File: src/rtl/program_memory_arbiter_if.sv
// Requester and program-memory read-port signals of program_memory_arbiter.
// slave = arbiter side, master = requesters plus memory bus side.
interface program_memory_arbiter_if #(
  parameter int NUM_REQ    = 2,
  parameter int ADDR_WIDTH = 32
);
  logic [NUM_REQ-1:0]            req_valid;
  logic [NUM_REQ*ADDR_WIDTH-1:0] req_addr;
  logic [NUM_REQ-1:0]            req_ready;
  logic [31:0]                   resp_instr;
  logic [NUM_REQ-1:0]            resp_valid;
  logic                          mem_ready;
  logic [ADDR_WIDTH-1:0]         mem_addr;
  logic                          mem_read_request;
  logic [31:0]                   mem_instr;
  logic                          mem_data_valid;
  logic                          err_out;

  modport slave (
    input  req_valid, req_addr, mem_ready, mem_instr, mem_data_valid,
    output req_ready, resp_instr, resp_valid, mem_addr, mem_read_request, err_out
  );

  modport master (
    output req_valid, req_addr, mem_ready, mem_instr, mem_data_valid,
    input  req_ready, resp_instr, resp_valid, mem_addr, mem_read_request, err_out
  );
endinterface

File: src/rtl/program_memory_arbiter.sv
// Shares one fixed-latency program-memory read port among NUM_REQ requesters.
// Define ARB_ROUND_ROBIN_EN for round-robin selection; otherwise fixed priority (lowest index).
module program_memory_arbiter #(
  parameter int NUM_REQ      = 2,
  parameter int READ_LATENCY = 2,
  parameter int ADDR_WIDTH   = 32
) (
  input  logic                     clk_in,
  input  logic                     rst_in,
  program_memory_arbiter_if.slave  bus
);

  localparam int          IDX_W = (NUM_REQ > 1) ? $clog2(NUM_REQ) : 1;
  localparam int unsigned N_REQ = NUM_REQ;
  localparam int          TAG_W = READ_LATENCY * IDX_W;

  logic [IDX_W-1:0]        last_grant;
  logic [IDX_W-1:0]        grant_idx;
  logic                    grant_found;
  logic                    grant;
  logic [READ_LATENCY-1:0] tag_valid;
  logic [TAG_W-1:0]        tag_idx;
  logic                    tail_valid;
  logic [IDX_W-1:0]        tail_idx;
  logic                    err_q;

  always_comb begin
    logic [IDX_W-1:0] cand;
    grant_found = 1'b0;
    grant_idx   = '0;
    cand        = '0;
`ifdef ARB_ROUND_ROBIN_EN
    for (int unsigned k = 1; k <= N_REQ; k++) begin
      cand = IDX_W'((int unsigned'(last_grant) + k) % N_REQ);
      if (!grant_found && bus.req_valid[cand]) begin
        grant_found = 1'b1;
        grant_idx   = cand;
      end
    end
`else
    for (int unsigned k = 0; k < N_REQ; k++) begin
      cand = IDX_W'(k);
      if (!grant_found && bus.req_valid[cand]) begin
        grant_found = 1'b1;
        grant_idx   = cand;
      end
    end
`endif
  end

`ifndef ARB_ROUND_ROBIN_EN
  logic unused_last_grant;
  assign unused_last_grant = ^last_grant;
`endif

  assign grant                = bus.mem_ready && grant_found;
  assign bus.req_ready        = grant ? (NUM_REQ'(1) << grant_idx) : '0;
  assign bus.mem_read_request = grant;
  assign bus.mem_addr         = grant ? bus.req_addr[grant_idx*ADDR_WIDTH +: ADDR_WIDTH] : '0;

  // Stage 0 sits in the low bits; the oldest read (tail) is the top stage.
  assign tail_valid = tag_valid[READ_LATENCY-1];
  assign tail_idx   = tag_idx[(READ_LATENCY-1)*IDX_W +: IDX_W];

  assign bus.resp_instr = bus.mem_instr;
  assign bus.resp_valid = (bus.mem_data_valid && tail_valid) ? (NUM_REQ'(1) << tail_idx) : '0;
  assign bus.err_out    = err_q;

  always_ff @(posedge clk_in or posedge rst_in) begin
    if (rst_in) begin
      last_grant <= IDX_W'(NUM_REQ - 1);
      tag_valid  <= '0;
      tag_idx    <= '0;
      err_q      <= 1'b0;
    end else begin
      if (grant) last_grant <= grant_idx;
      tag_valid <= READ_LATENCY'({tag_valid, grant});
      tag_idx   <= TAG_W'({tag_idx, grant_idx});
      if (bus.mem_data_valid != tail_valid) err_q <= 1'b1;
    end
  end

endmodule

File: src/flat_wrapper.sv
// flat-port wrapper written by rule: the top's interface ports become plain ports
module program_memory_arbiter_flat 
#(
  parameter int NUM_REQ      = 2,
  parameter int READ_LATENCY = 2,
  parameter int ADDR_WIDTH   = 32
)
  (clk_in, rst_in, bus_req_valid, bus_req_addr, bus_mem_ready, bus_mem_instr, bus_mem_data_valid, bus_req_ready, bus_resp_instr, bus_resp_valid, bus_mem_addr, bus_mem_read_request, bus_err_out);
  program_memory_arbiter_if #(.NUM_REQ(NUM_REQ), .ADDR_WIDTH(ADDR_WIDTH)) bus_i ();
  input  logic clk_in;
  input  logic rst_in;
  input wire logic [$bits(bus_i.req_valid)-1:0] bus_req_valid;
  input wire logic [$bits(bus_i.req_addr)-1:0] bus_req_addr;
  input wire logic [$bits(bus_i.mem_ready)-1:0] bus_mem_ready;
  input wire logic [$bits(bus_i.mem_instr)-1:0] bus_mem_instr;
  input wire logic [$bits(bus_i.mem_data_valid)-1:0] bus_mem_data_valid;
  output wire logic [$bits(bus_i.req_ready)-1:0] bus_req_ready;
  output wire logic [$bits(bus_i.resp_instr)-1:0] bus_resp_instr;
  output wire logic [$bits(bus_i.resp_valid)-1:0] bus_resp_valid;
  output wire logic [$bits(bus_i.mem_addr)-1:0] bus_mem_addr;
  output wire logic [$bits(bus_i.mem_read_request)-1:0] bus_mem_read_request;
  output wire logic [$bits(bus_i.err_out)-1:0] bus_err_out;
  assign bus_i.req_valid = bus_req_valid;
  assign bus_i.req_addr = bus_req_addr;
  assign bus_i.mem_ready = bus_mem_ready;
  assign bus_i.mem_instr = bus_mem_instr;
  assign bus_i.mem_data_valid = bus_mem_data_valid;
  assign bus_req_ready = bus_i.req_ready;
  assign bus_resp_instr = bus_i.resp_instr;
  assign bus_resp_valid = bus_i.resp_valid;
  assign bus_mem_addr = bus_i.mem_addr;
  assign bus_mem_read_request = bus_i.mem_read_request;
  assign bus_err_out = bus_i.err_out;
  program_memory_arbiter #(.NUM_REQ(NUM_REQ), .READ_LATENCY(READ_LATENCY), .ADDR_WIDTH(ADDR_WIDTH)) u_core (.clk_in(clk_in), .rst_in(rst_in), .bus(bus_i));
endmodule
File: config.mk
export PLATFORM = sky130hd
export DESIGN_NAME = program_memory_arbiter_flat
export DESIGN_NICKNAME = d
export VERILOG_FILES = /design/src/rtl/program_memory_arbiter_if.sv /design/src/rtl/program_memory_arbiter.sv /design/src/flat_wrapper.sv
export SDC_FILE = /design/constraint.sdc
export NUM_CORES = 1
export LEC_CHECK = 0
export CORE_MARGIN = 1.5
export CORE_UTILIZATION = 19
export DETAILED_ROUTE_END_ITERATION = 10
export HOLD_SLACK_MARGIN = 0.03
export PLACE_DENSITY = 0.82
export SYNTH_ARGS = -nofsm -noshare
export SYNTH_HDL_FRONTEND = slang
export SYNTH_SLANG_ARGS = --single-unit
File: constraint.sdc
create_clock -name clk_in -period 1.28 [get_ports clk_in]
set_input_delay 0.256 -clock clk_in [delete_from_list [all_inputs] [get_ports clk_in]]
set_output_delay 0.256 -clock clk_in [all_outputs]
set_load 0.1 [all_outputs]
==> results_dict.tcl <==
set metrics [dict create \
    num_rows 23 \
    max_stage_delay_ns 0.31 \
    timing.slew.headroom_pct 84.9 \
    placedCellCount 211 \
    wl_um 3830 \
    post_drt_via_cell_ratio 4.83 \
    fp.dieW_um 69.4 \
    drtPass1Iterations 4 \
    cts_max_level 1 \
    wire_per_inst_um 17.1 \
    worstHoldPathType "in -> async" \
    worstPathCellList "buf_6 > nor2b_4 > buf_12 > buf_12 > a32o_4 > buf_12" \
    outcome "complete, but fails checks" \
    end_kind "output pin" \
    critical_path_required_ns 1.02 \
    layout_commonest_cell "clkdlybuf4s50_1" \
    port_buffers 107 \
    drt_iter0_markers 27 \
    mappedNetlistNets 193 \
    diodes 0 \
    synth-xor-area-share_pct 0 \
    busiest_layer "met2" \
    clockBufferDepth 2 \
    grt_overflow 0 \
    final-seq-area_um2 125 \
    instances_no_fill 224 \
    cts_num_sinks 5 \
    gr-usage-met1_pct 17.0 \
    ys_types 13 \
    critPathSlowestCell "a32o_4" \
    synth_fa_ha_area_share_pct 1.49 \
    yosys.area_share.simple_pct 4.78 \
    dp_slack_ns -0.567 \
    core_region_area_um2 4120 \
    irDropWorstVdd_mv 0.345 \
    tns_ns -5.67 \
    synth-compound-area-share_pct 39.2 \
    clk_pin_slew_ns 0.04 \
    grt_max_degree 22 \
    max_freq_ghz 0.677 \
    routabilityCongestion 0.715 \
    power_density_nw_per_um2 703 \
    rsz0062_at_grt "true" \
    crit_path_start_kind "input pin" \
    setup_ws_ns -0.198 \
    crit_family "buffers and inverters" \
    areaGrowthSynthToFinish_pct 205 \
    finalMaxSlewViolations 0 \
    die_height_um 69.4 \
    fin_skew_ns 0.00336 \
    avgSynthCellArea_um2 9.30 \
    fillers 327 \
    cp_num_buf_inv 4 \
    nNetsFinal 278 \
    dieArea_um2 4810 \
    synth_top_family_by_area "buffers and inverters" \
    syn-cell-area_um2 837 \
    synth.mux.area_fraction_pct 0 \
    ant_nets 0 \
    p_leak_nw 1.10 \
    worst_pin_slew_ns 0.226 \
    dpl_cell_area_um2 2290 \
    numCtsBuffers 3 \
    grt_usage_pct 15.7 \
    vias 1081 \
    seq_area_frac_synth_pct 14.9 \
    maxCapViolations 0 \
    drc 0 \
    detailed_place_hpwl_um 2760 \
    grt_pass1_vias 1250 \
    arrival_ns 1.22 \
    synth_warnings 0 \
    fin_area_um2 2560 \
    path_class "in -> out" \
    setup_viol 35 \
    use_met2_pct 29.2 \
    synth-seq-cells 5 \
    path_common_cell "buf_12" \
    drive_above_1_share_pct 57.5 \
    io-pin-count 172 \
    grt_pass1_wl_um 6130 \
    finalCriticalPeriod_ns 1.48 \
    clk_latency_ns 0.22 \
    cts_tree "built" \
    layout_common_cells "clkdlybuf4s50_1 (65), buf_12 (43), a32o_2 (22)" \
    cp_max_fo 6 \
    start_util_pct 20.3 \
    antenna_found_initial 0 \
    syn_inst 90 \
    violations "negative setup slack" \
    period_share_pct 115 \
    multiInputGateArea_um2 551 \
    grt_use_met3_pct 5.38 \
    clock-root-buffer "clkbuf_8" \
    timing_hold_violations_final 0 \
]
## timing repair
item,4_1_cts,5_1_grt
hold endpoints to repair,0,0
hold buffers,0,0
endpoints found under the setup margin,37,36
pin swaps,15,7
gates cloned,6,0
setup buffers,4,0
gates resized for setup,27,1
## report_power, final
part,switching (mW),internal (mW)
Combinational,0.712,0.623
Clock,0.0786,0.214
Sequential,0.00328,0.166
Total,0.793,1.00
## kinds of logic after synthesis
kind of cell / count (synthesis)
flops: 5
buf+inv: 45
fa+ha+maj: 1
compound gates: 33
simple gates: 6
## final cells by class
type                            instances  area share [%]
Clock buffer                            4            1.76
Inverter                                1           0.147
Multi-Input combinational cell         40            21.5
Sequential cell                         5            4.89
Tap cell                               50            2.45
Timing Repair Buffer                  124            69.2
## path summary, 6_finish.rpt
kind                                          start                   to  slack [ns]  depth (start not counted)
worst max-delay path               bus_req_valid[1]     bus_mem_addr[27]       -0.20                          6
worst min-delay path                         rst_in    u_core.tag_idx[1]        0.23                          2
worst max register to register  u_core.tag_valid[1]   u_core.bus.err_out        0.35                          2
worst min register to register    u_core.tag_idx[0]    u_core.tag_idx[1]        0.34                          0
max in group asynchronous                    rst_in  u_core.tag_valid[0]        0.88                          2
min in group clk_in               u_core.tag_idx[0]    u_core.tag_idx[1]        0.34                          0
## registers in the layout, summed over array words and instances (netlist names)
register	count
u_core.tag_valid	2
u_core.tag_idx	2
u_core.bus.err_out	1
## metal layers
metal  share of wire [%]  vias up
li1                    -      496
met1                  35      500
met2                  54       73
met3                 9.6       12
met4                 1.1        0
met5                   0        -
## synth_stat cells (all sizes together)
cell,count,area (um2)
buf,41,317
a32o,32,320
dfrtp,5,125
and2,3,21.3
clkbuf,3,11.3
nor2b,2,12.5
ha,1,12.5
inv,1,3.75
o21a,1,7.51
or2,1,6.26
## metrics by stage
step | total power, mW | hold WS, ns | utilization [%]
floorplan | 1.33 | 0.0345 | -
global placement | 1.42 | 0.333 | 55.8
detailed placement | 1.43 | 0.338 | 55.8
CTS | 1.81 | 0.232 | 62.0
global route | 1.85 | 0.253 | 62.1
finish | 1.80 | 0.231 | 62.1
No activity file was read; power rests on OpenSTA's default activity.
